--- config.mk ---
export PLATFORM = sky130hd
export DESIGN_NAME = sccb_write_arbiter_flat
export DESIGN_NICKNAME = d
export VERILOG_FILES = /design/src/rtl/sccb_write_arbiter_pkg.sv /design/src/rtl/sccb_write_arbiter_if.sv /design/src/rtl/sccb_write_arbiter_rr_picker.sv /design/src/rtl/sccb_write_arbiter.sv /design/src/flat_wrapper.sv
export SDC_FILE = /design/constraint.sdc
export NUM_CORES = 1
export LEC_CHECK = 0
export BUFFER_PORTS_ARGS = -buffer_cell sky130_fd_sc_hd__buf_2
export CORE_ASPECT_RATIO = 0.5
export CORE_MARGIN = 4
export CORE_UTILIZATION = 57
export CTS_CLUSTER_DIAMETER = 120
export DETAILED_ROUTE_END_ITERATION = 12
export GPL_ROUTABILITY_DRIVEN = 0
export MAX_ROUTING_LAYER = met4
export PLACE_DENSITY = 0.85
export SLEW_MARGIN = 30
export SYNTH_ARGS = -nofsm -noshare
export SYNTH_HDL_FRONTEND = slang
export SYNTH_SLANG_ARGS = --single-unit
--- constraint.sdc ---
create_clock -name clk -period 4.22 [get_ports clk]
set_input_delay 0.844 -clock clk [delete_from_list [all_inputs] [get_ports clk]]
set_output_delay 0.844 -clock clk [all_outputs]
set_load 0.01 [all_outputs]
--- src/rtl/sccb_write_arbiter_pkg.sv ---
// Shared types and constants for the SCCB write arbiter and its helpers.
package sccb_write_arbiter_pkg;

   localparam int         CMD_W             = 16;
   localparam logic [7:0] DEFAULT_CAMERA_ID = 8'h42;
   localparam int         REG_HI            = 15;
   localparam int         VAL_HI            = 7;

   typedef enum logic [1:0] {
      POWERUP = 2'd0,
      IDLE    = 2'd1,
      SEND    = 2'd2,
      GAP     = 2'd3
   } state_t;

endpackage

--- src/rtl/sccb_write_arbiter_if.sv ---
// Requester-side and sender-side signals of the SCCB write arbiter.
interface sccb_write_arbiter_if #(
   parameter int NUM_REQ = 2
);
   import sccb_write_arbiter_pkg::*;

   // Requester i holds req_valid[i] and its req_data slot until req_ready[i] or
   // req_err[i] pulses for one cycle; send is held until the sender pulses taken.
   logic [NUM_REQ-1:0]       req_valid;
   logic [CMD_W*NUM_REQ-1:0] req_data;
   logic [NUM_REQ-1:0]       req_lock;
   logic [NUM_REQ-1:0]       req_ready;
   logic [NUM_REQ-1:0]       req_err;
   logic [NUM_REQ-1:0]       grant;
   logic                     send;
   logic [7:0]               id;
   logic [7:0]               reg_addr;
   logic [7:0]               value;
   logic                     taken;

   modport master (
      input  req_valid, req_data, req_lock, taken,
      output req_ready, req_err, grant, send, id, reg_addr, value
   );

   modport slave (
      output req_valid, req_data, req_lock, taken,
      input  req_ready, req_err, grant, send, id, reg_addr, value
   );

endinterface

--- src/rtl/sccb_write_arbiter_rr_picker.sv ---
// Combinational round-robin picker: first set request after ptr, with wrap.
module rr_picker #(
   parameter int NUM_REQ = 2,
   parameter int PTR_W   = $clog2(NUM_REQ)
) (
   input  logic [NUM_REQ-1:0] req,
   input  logic [PTR_W-1:0]   ptr,
   output logic [NUM_REQ-1:0] winner,
   output logic               any
);

   logic [PTR_W-1:0] idx;

   always_comb begin
      winner = '0;
      idx    = '0;
      any    = |req;
      // ptr itself is searched last so the previous owner has lowest priority
      for (int i = 1; i <= NUM_REQ; i++) begin
         idx = PTR_W'((int'(ptr) + i) % NUM_REQ);
         if (req[idx] && (winner == '0)) begin
            winner[idx] = 1'b1;
         end
      end
   end

endmodule

--- src/rtl/sccb_write_arbiter.sv ---
// Arbitrates camera register writes from NUM_REQ requesters onto one SCCB sender,
// with power-up hold-off, post-write gap, burst lock and taken timeout.
module sccb_write_arbiter
   import sccb_write_arbiter_pkg::*;
#(
   parameter int         NUM_REQ        = 2,
   parameter logic [7:0] CAMERA_ID      = DEFAULT_CAMERA_ID,
   parameter int         POWERUP_CYCLES = 65536,
   parameter int         GAP_CYCLES     = 1024,
   parameter int         TIMEOUT_CYCLES = 262144
) (
   input  logic                  clk,
   input  logic                  reset_n,
   sccb_write_arbiter_if.master  bus,
   output logic                  startup_done,
   output logic                  busy,
   output state_t                fsm_state
);

   localparam int PTR_W   = $clog2(NUM_REQ);
   localparam int GAP_EFF = (GAP_CYCLES == 0) ? 1 : GAP_CYCLES;

   state_t             state_q, state_n;
   logic [31:0]        cnt_q, cnt_n;
   logic [PTR_W-1:0]   ptr_q, ptr_n;
   logic [NUM_REQ-1:0] grant_q, grant_n;
   logic               send_q, send_n;
   logic [7:0]         reg_q, reg_n;
   logic [7:0]         val_q, val_n;
   logic [NUM_REQ-1:0] ready_q, ready_n;
   logic [NUM_REQ-1:0] err_q, err_n;
   logic               done_q, done_n;

   logic [NUM_REQ-1:0] pick;
   logic               pick_any;
   logic [PTR_W-1:0]   pick_idx;
   logic [CMD_W-1:0]   pick_cmd;
   logic [CMD_W-1:0]   own_cmd;

   rr_picker #(
      .NUM_REQ (NUM_REQ),
      .PTR_W   (PTR_W)
   ) u_picker (
      .req    (bus.req_valid),
      .ptr    (ptr_q),
      .winner (pick),
      .any    (pick_any)
   );

   always_comb begin
      pick_idx = '0;
      for (int i = 0; i < NUM_REQ; i++) begin
         if (pick[i]) begin
            pick_idx = PTR_W'(i);
         end
      end
   end

   assign pick_cmd = bus.req_data[int'(pick_idx)*CMD_W +: CMD_W];
   // The pointer always names the current owner, so it also indexes lock regrants
   assign own_cmd  = bus.req_data[int'(ptr_q)*CMD_W +: CMD_W];

   always_comb begin
      state_n = state_q;
      cnt_n   = cnt_q + 32'd1;
      ptr_n   = ptr_q;
      grant_n = grant_q;
      send_n  = send_q;
      reg_n   = reg_q;
      val_n   = val_q;
      ready_n = '0;
      err_n   = '0;
      done_n  = done_q;
      case (state_q)
         POWERUP: begin
            if (cnt_q == 32'(POWERUP_CYCLES - 1)) begin
               state_n = IDLE;
               cnt_n   = '0;
               done_n  = 1'b1;
            end
         end
         IDLE: begin
            cnt_n = '0;
            if (pick_any) begin
               state_n = SEND;
               grant_n = pick;
               ptr_n   = pick_idx;
               send_n  = 1'b1;
               reg_n   = pick_cmd[REG_HI -: 8];
               val_n   = pick_cmd[VAL_HI -: 8];
            end
         end
         SEND: begin
            if (bus.taken) begin
               state_n = GAP;
               cnt_n   = '0;
               send_n  = 1'b0;
               ready_n = grant_q;
            end else if (cnt_q == 32'(TIMEOUT_CYCLES - 1)) begin
               state_n = GAP;
               cnt_n   = '0;
               send_n  = 1'b0;
               err_n   = grant_q;
            end
         end
         GAP: begin
            if (cnt_q == 32'(GAP_EFF - 1)) begin
               cnt_n = '0;
               if (bus.req_lock[ptr_q] && bus.req_valid[ptr_q]) begin
                  state_n = SEND;
                  send_n  = 1'b1;
                  reg_n   = own_cmd[REG_HI -: 8];
                  val_n   = own_cmd[VAL_HI -: 8];
               end else begin
                  state_n = IDLE;
                  grant_n = '0;
               end
            end
         end
         default: begin
            state_n = POWERUP;
            cnt_n   = '0;
         end
      endcase
   end

   always_ff @(posedge clk) begin
      if (!reset_n) begin
         state_q <= POWERUP;
         cnt_q   <= '0;
         ptr_q   <= PTR_W'(NUM_REQ - 1);
         grant_q <= '0;
         send_q  <= 1'b0;
         reg_q   <= '0;
         val_q   <= '0;
         ready_q <= '0;
         err_q   <= '0;
         done_q  <= 1'b0;
      end else begin
         state_q <= state_n;
         cnt_q   <= cnt_n;
         ptr_q   <= ptr_n;
         grant_q <= grant_n;
         send_q  <= send_n;
         reg_q   <= reg_n;
         val_q   <= val_n;
         ready_q <= ready_n;
         err_q   <= err_n;
         done_q  <= done_n;
      end
   end

   assign bus.req_ready = ready_q;
   assign bus.req_err   = err_q;
   assign bus.grant     = grant_q;
   assign bus.send      = send_q;
   assign bus.id        = CAMERA_ID;
   assign bus.reg_addr  = reg_q;
   assign bus.value     = val_q;
   assign startup_done  = done_q;
   assign busy          = (state_q != IDLE);
   assign fsm_state     = state_q;

endmodule

--- src/flat_wrapper.sv ---
// flat-port wrapper written by rule: the top's interface ports become plain ports
module sccb_write_arbiter_flat import sccb_write_arbiter_pkg::*;
#(
   parameter int         NUM_REQ        = 2,
   parameter logic [7:0] CAMERA_ID      = DEFAULT_CAMERA_ID,
   parameter int         POWERUP_CYCLES = 65536,
   parameter int         GAP_CYCLES     = 1024,
   parameter int         TIMEOUT_CYCLES = 262144
)
  (clk, reset_n, startup_done, busy, fsm_state, bus_req_valid, bus_req_data, bus_req_lock, bus_taken, bus_req_ready, bus_req_err, bus_grant, bus_send, bus_id, bus_reg_addr, bus_value);
  sccb_write_arbiter_if #(.NUM_REQ(NUM_REQ)) bus_i ();
  input  logic clk;
  input  logic reset_n;
  output logic startup_done;
  output logic busy;
  output state_t fsm_state;
  input wire logic [$bits(bus_i.req_valid)-1:0] bus_req_valid;
  input wire logic [$bits(bus_i.req_data)-1:0] bus_req_data;
  input wire logic [$bits(bus_i.req_lock)-1:0] bus_req_lock;
  input wire logic [$bits(bus_i.taken)-1:0] bus_taken;
  output wire logic [$bits(bus_i.req_ready)-1:0] bus_req_ready;
  output wire logic [$bits(bus_i.req_err)-1:0] bus_req_err;
  output wire logic [$bits(bus_i.grant)-1:0] bus_grant;
  output wire logic [$bits(bus_i.send)-1:0] bus_send;
  output wire logic [$bits(bus_i.id)-1:0] bus_id;
  output wire logic [$bits(bus_i.reg_addr)-1:0] bus_reg_addr;
  output wire logic [$bits(bus_i.value)-1:0] bus_value;
  assign bus_i.req_valid = bus_req_valid;
  assign bus_i.req_data = bus_req_data;
  assign bus_i.req_lock = bus_req_lock;
  assign bus_i.taken = bus_taken;
  assign bus_req_ready = bus_i.req_ready;
  assign bus_req_err = bus_i.req_err;
  assign bus_grant = bus_i.grant;
  assign bus_send = bus_i.send;
  assign bus_id = bus_i.id;
  assign bus_reg_addr = bus_i.reg_addr;
  assign bus_value = bus_i.value;
  sccb_write_arbiter #(.NUM_REQ(NUM_REQ), .CAMERA_ID(CAMERA_ID), .POWERUP_CYCLES(POWERUP_CYCLES), .GAP_CYCLES(GAP_CYCLES), .TIMEOUT_CYCLES(TIMEOUT_CYCLES)) u_core (.clk(clk), .reset_n(reset_n), .bus(bus_i), .startup_done(startup_done), .busy(busy), .fsm_state(fsm_state));
endmodule
# Yosys cells after proc, flatten, opt, wreduce, memory -nomap -nowiden
# Index checks and enable logic that the tools add are counted.
[op_classes] muxes=45 eq_ne=13 n_shift=2 bitwise_logic=4 n_addsub=3 reduce_logical=17 n_lt_le_gt_ge=5
[ops] cell="$mux 32" n=4
[ops] cell="$pmux 32 s4" n=1
[ops] cell="$shiftx 32x6->16" n=2
[ops] cell="$mux 8" n=6
[ops] cell="$add 32x1->32 const B" n=1
[ops] cell="$eq 32x10->1 const B" n=1
[ops] cell="$eq 32x16->1 const B" n=1
[ops] cell="$eq 32x18->1 const B" n=1
[ops] cell="$pmux 8 s2" n=2
[ops] cell="$mux 2" n=11
[ops] cell="$mux 1" n=16
[ops] cell="$reduce_and 4->1" n=3
[ops] cell="$ne 2x1->1 const B" n=5
[ops] cell="$pmux 2 s4" n=1
[ops] cell="$lt 1x2->1 const B" n=3
[ops] cell="$reduce_and 5->1" n=1
[ops] cell="$eq 2x2->1 const B" n=2
[ops] cell="$logic_and 1x1->1" n=4
[ops] cell="$logic_not 2->1" n=2
[ops] cell="$pmux 2 s2" n=1
[ops] cell="$reduce_and 2->1" n=2
[ops] cell="$reduce_or 4->1" n=1
[ops] cell="$ne 3x2->1 const B" n=1
[ops] cell="$not 1->1" n=3
[ops] cell="11 further kinds" n=14
[totals] out_inout_bits=35 word_cells=99 input_bits=39 ff_bits=59

# Longest topological paths before layout
[logic_depth] depth_word=13 mapped_depth=8 ltp_nobuf=6

# By module
# Synthesis repeated with hierarchy kept, for this count alone.
[unflattened] hier_cells=326 area_unflattened_um2=2989.1
[by_module_without_submodules] module="sccb_write_arbiter" n_inst=1 seq_area_each_um2=1181.1 area_per_inst_um2=2964.1 cells_each=322
[by_module_without_submodules] module="rr_picker" n_inst=1 seq_area_each_um2=0.0 area_per_inst_um2=25.0 cells_each=4

# Worst setup path after synthesis
# No wires, ideal clock.
[synth_timing] path_type="register to register" startpoint="register u_core.cnt_q[15]" endpoint="register u_core.val_q[7], in the netlist u_core.bus.value[7]" required_time_ns=4.104 setup_ns=0.116 arrival_ns=2.281 period_less_slack_ns=2.397 path_buffers=2 path_stages_with_launch=8 setup_slack_ns=1.823 path_cell_list="dfxtp_1 > or4_1 > or4_1 > buf_2 > o41ai_4 > buf_6 > nand2_1 > o211a_1"
[synth_via] elab_chain_len=3
[synth_rtl] item="from (decl)" line="sccb_write_arbiter.sv:24" text="logic [31:0] cnt_q, cnt_n;"
[synth_rtl] item="from (signal assigned)" line="sccb_write_arbiter.sv:141" text="cnt_q <= cnt_n;"
[synth_rtl] item="$eq 32x10->1" line="sccb_write_arbiter.sv:107" text="if (cnt_q == 32'(GAP_EFF - 1)) begin"
[synth_rtl] item="$ne 2x1->1 (no line)"
[synth_rtl] item="$reduce_and 4->1 (no line)"
[synth_rtl] item="to (signal assigned)" line="sccb_write_arbiter.sv:146" text="val_q <= val_n;"
[synth_rtl] item="to (decl)" line="sccb_write_arbiter.sv:29" text="logic [7:0] val_q, val_n;"
# Every way passes these cells.
# A chain may end at the register's enable or synchronous reset.

# Worst setup path after layout
[layout_timing] startpoint="register u_core.cnt_q[0]" endpoint="register u_core.reg_q[3], in the netlist u_core.bus.reg_addr[3]"
[layout_via] elab_chain_len=3
[layout_rtl] item="$eq 32x10->1" line="sccb_write_arbiter.sv:107"
[layout_rtl] item="$ne 2x1->1 (no line)"
[layout_rtl] item="$reduce_and 4->1 (no line)"
[layout_rtl] item="to (signal assigned)" line="sccb_write_arbiter.sv:145" text="reg_q <= reg_n;"
[layout_rtl] item="to (decl)" line="sccb_write_arbiter.sv:28" text="logic [7:0] reg_q, reg_n;"
# Every way passes these cells.

==> flow_summary.yaml <==
outcome:
  outcome: "finished, final reports clean"
finish:
  register_area_um2: 1181
  area_growth_pct: 16.57
  multi_input_area_um2: 1510
  fin_nets: 416
  layout-drive-gt1-share_pct: 23.36
  nFillCells: 343
  post-route-util_pct: 72.08
  antenna_cells: 0
routing:
  viasPerCell: 5.490
  drt-initial-drc-count: 137
  vias: 2454
  wire_per_inst_um: 14.48
  wl_mm: 6.471
  dr.pass1.iters: 4
  route.detailed.drc: 0
  ant_nets: 0
yosys:
  synth_top_cell_area_share_pct: 41.39
  ys.flop_type: "dfxtp_1"
  synth_edf_count: 0
  synth.avg_cell_area_um2: 9.060
  synth_area_um2: 2854
  yosys-top-cells-area: "dfxtp_1 41%, mux2i_1 6.0%, o211a_1 5.6%"
  ys_ff_latch: 59
  ys_warn_count: 0
  syn_inst: 315
  yosysUniqueCellTypes: 45
  yosysMostFrequentCell: "dfxtp_1"
  synth_top_area_cell: "dfxtp_1"
  synthArstFlopShare_pct: 0
  synth_common_cells: "59 x dfxtp_1, 40 x nor2_1, 27 x nand2_1, 18 x xnor2_1, 17 x mux2i_1"
  yosysSeqAreaShare_pct: 41.39
clock_network:
  path_clk_slew_ns: 0.07
  cts_tree: "done"
  root_buffer: "clkbuf_8"
  cts_max_level: 3
  cts_resized: 0
  clock_sink_count: 59
  cts_buffers: 9
  clock_latency_ns: 0.35
  hold_buffers: 0
  clockBufferDepth: 2
  post_cts_buffers: 0
timing:
  max_freq_mhz: 388.6
  period_share_pct: 60.98
  tns_ns: 0
  timing.hold.ws_ns: 0.4809
  worst_pin_slew_ns: 0.6603
  rsz0062_at_grt: "no"
  finClkSkew_ns: 0.009475
  final-max-slew-violation-count: 0
  relSlewSlack_pct: 55.97
  worst_slack_ns: 1.647
  finalSetupViolCount: 0
  period_needed_ns: 2.573
  hold_viol: 0
placed_design:
  port-buffer-count: 65
  post-dp-hpwl_mm: 4.698
  pre_cts_ws_ns: 1.432
grt:
  grt-ovfl-total: 0
  grt_pass1_wl_mm: 10.83
  grt_pass1_vias: 2393
  antenna_found_initial: 0
  grt_use_total_pct: 22.82
  grt_max_degree: 36
critical_path:
  reg2reg_slack_ns: 1.65
  crit_type: "flip-flop to flip-flop"
  path_max_fanout: 35
  cp-start-kind: "flip-flop"
  end_kind: "flip-flop"
  cp.required_ns: 4.46
  crit_arrival_ns: 2.82
floorplan:
  num_rows: 17
  core_um2: 4616
  die_w_um: 108.1
  ioPinCount: 74
  fp.dieH_um: 58.04
  start_util_pct: 61.83
  dieArea_um2: 6272
pwr:
  p_leak_uw: 0.001638
  p_total_uw: 1087
  ir_worst_vdd_mv: 0.1922
  p_per_area_nw_per_um2: 326.8
worst_hold_path:
  hold_class: "flip-flop to flip-flop"
flow_run:
  cap_violations: 0
-- stage by stage --
stage | cells | instance area [µm²]
after floorplan | 321 | 2877
after global placement | 431 | 3144
after detailed placement | 431 | 3144
after CTS | 447 | 3323
after global routing | 447 | 3327
final | 447 | 3327
-- critical path: stages, from the launching register on --
cell     delay (ns)
dfxtp_1        0.38
ha_1           0.23
nand3_1        0.19
or4_1          0.70
o41ai_4        0.36
buf_4          0.36
nand2_1        0.11
o211a_1        0.14
-- logic make-up after synthesis --
family	after synthesis	share of synthesized area [%]
and+or+nand+nor	134	23.37
muxes	17	5.962
xor gates and xnor gates	30	9.206
adders and majority gates	1	0.4383
other	2	0.2631
DFF	59	41.39
AOI/OAI and AO/OA	40	12.63
buffers and inverters	32	6.751
-- metal layers --
metal  share of wire (%)  GRT usage [%]
met3                 7.0          9.677
met1                  43          26.67
met5                   0              -
met2                  48          35.69
met4                 1.9          7.734
-- final cells by class --
| class | count | area share [%] |
|---|---|---|
| Tap cell | 66 | 2.482 |
| Inverter | 9 | 1.015 |
| Multi-Input combinational cell | 230 | 45.39 |
| Sequential cell | 59 | 35.50 |
| Timing Repair Buffer | 67 | 10.23 |
| Clock buffer | 11 | 4.551 |
| Clock inverter | 5 | 0.8274 |
-- final timing paths --
check	startpoint	end	cells after the start
worst max register to register	u_core.cnt_q[0]	u_core.bus.reg_addr[3]	7
worst min-delay path	u_core.bus.send	u_core.bus.send	1
worst min register to register	u_core.bus.send	u_core.bus.send	1
worst max-delay path	u_core.cnt_q[0]	u_core.bus.reg_addr[3]	7
-- registers in the layout, summed over array words and instances (netlist names) --
signal	cells
u_core.bus.grant	2
u_core.bus.reg_addr	8
u_core.bus.req_err	2
u_core.bus.req_ready	2
u_core.bus.send	1
u_core.bus.value	8
u_core.cnt_q	32
u_core.fsm_state	2
u_core.ptr_q	1
u_core.startup_done	1
-- where the power goes --
part	leakage [µW]	switching, µW	total, µW	internal, µW
Clock	0.0000949	215	455	240
Sequential	0.000476	4.35	566	562
Combinational	0.00107	35.3	65.9	30.6
Total	0.00164	255	1090	832
-- layout by cell type (no fill, tap or decap), drive strengths merged, types with 5 or more instances in the layout --
master / Yosys / final
buf: 16 / 67
dfxtp: 59 / 59
nor2: 40 / 40
nand2: 27 / 27
xnor2: 18 / 18
mux2i: 17 / 17
o211a: 17 / 17
nor3: 12 / 12
xor2: 12 / 12
nand4: 11 / 11
nand3: 11 / 11
clkbuf: 6 / 11
inv: 9 / 9
and3: 8 / 8
conb: 2 / 8
nor4: 7 / 7
nor2b: 5 / 5
o21a: 5 / 5
(Power assumes the default switching activity.)
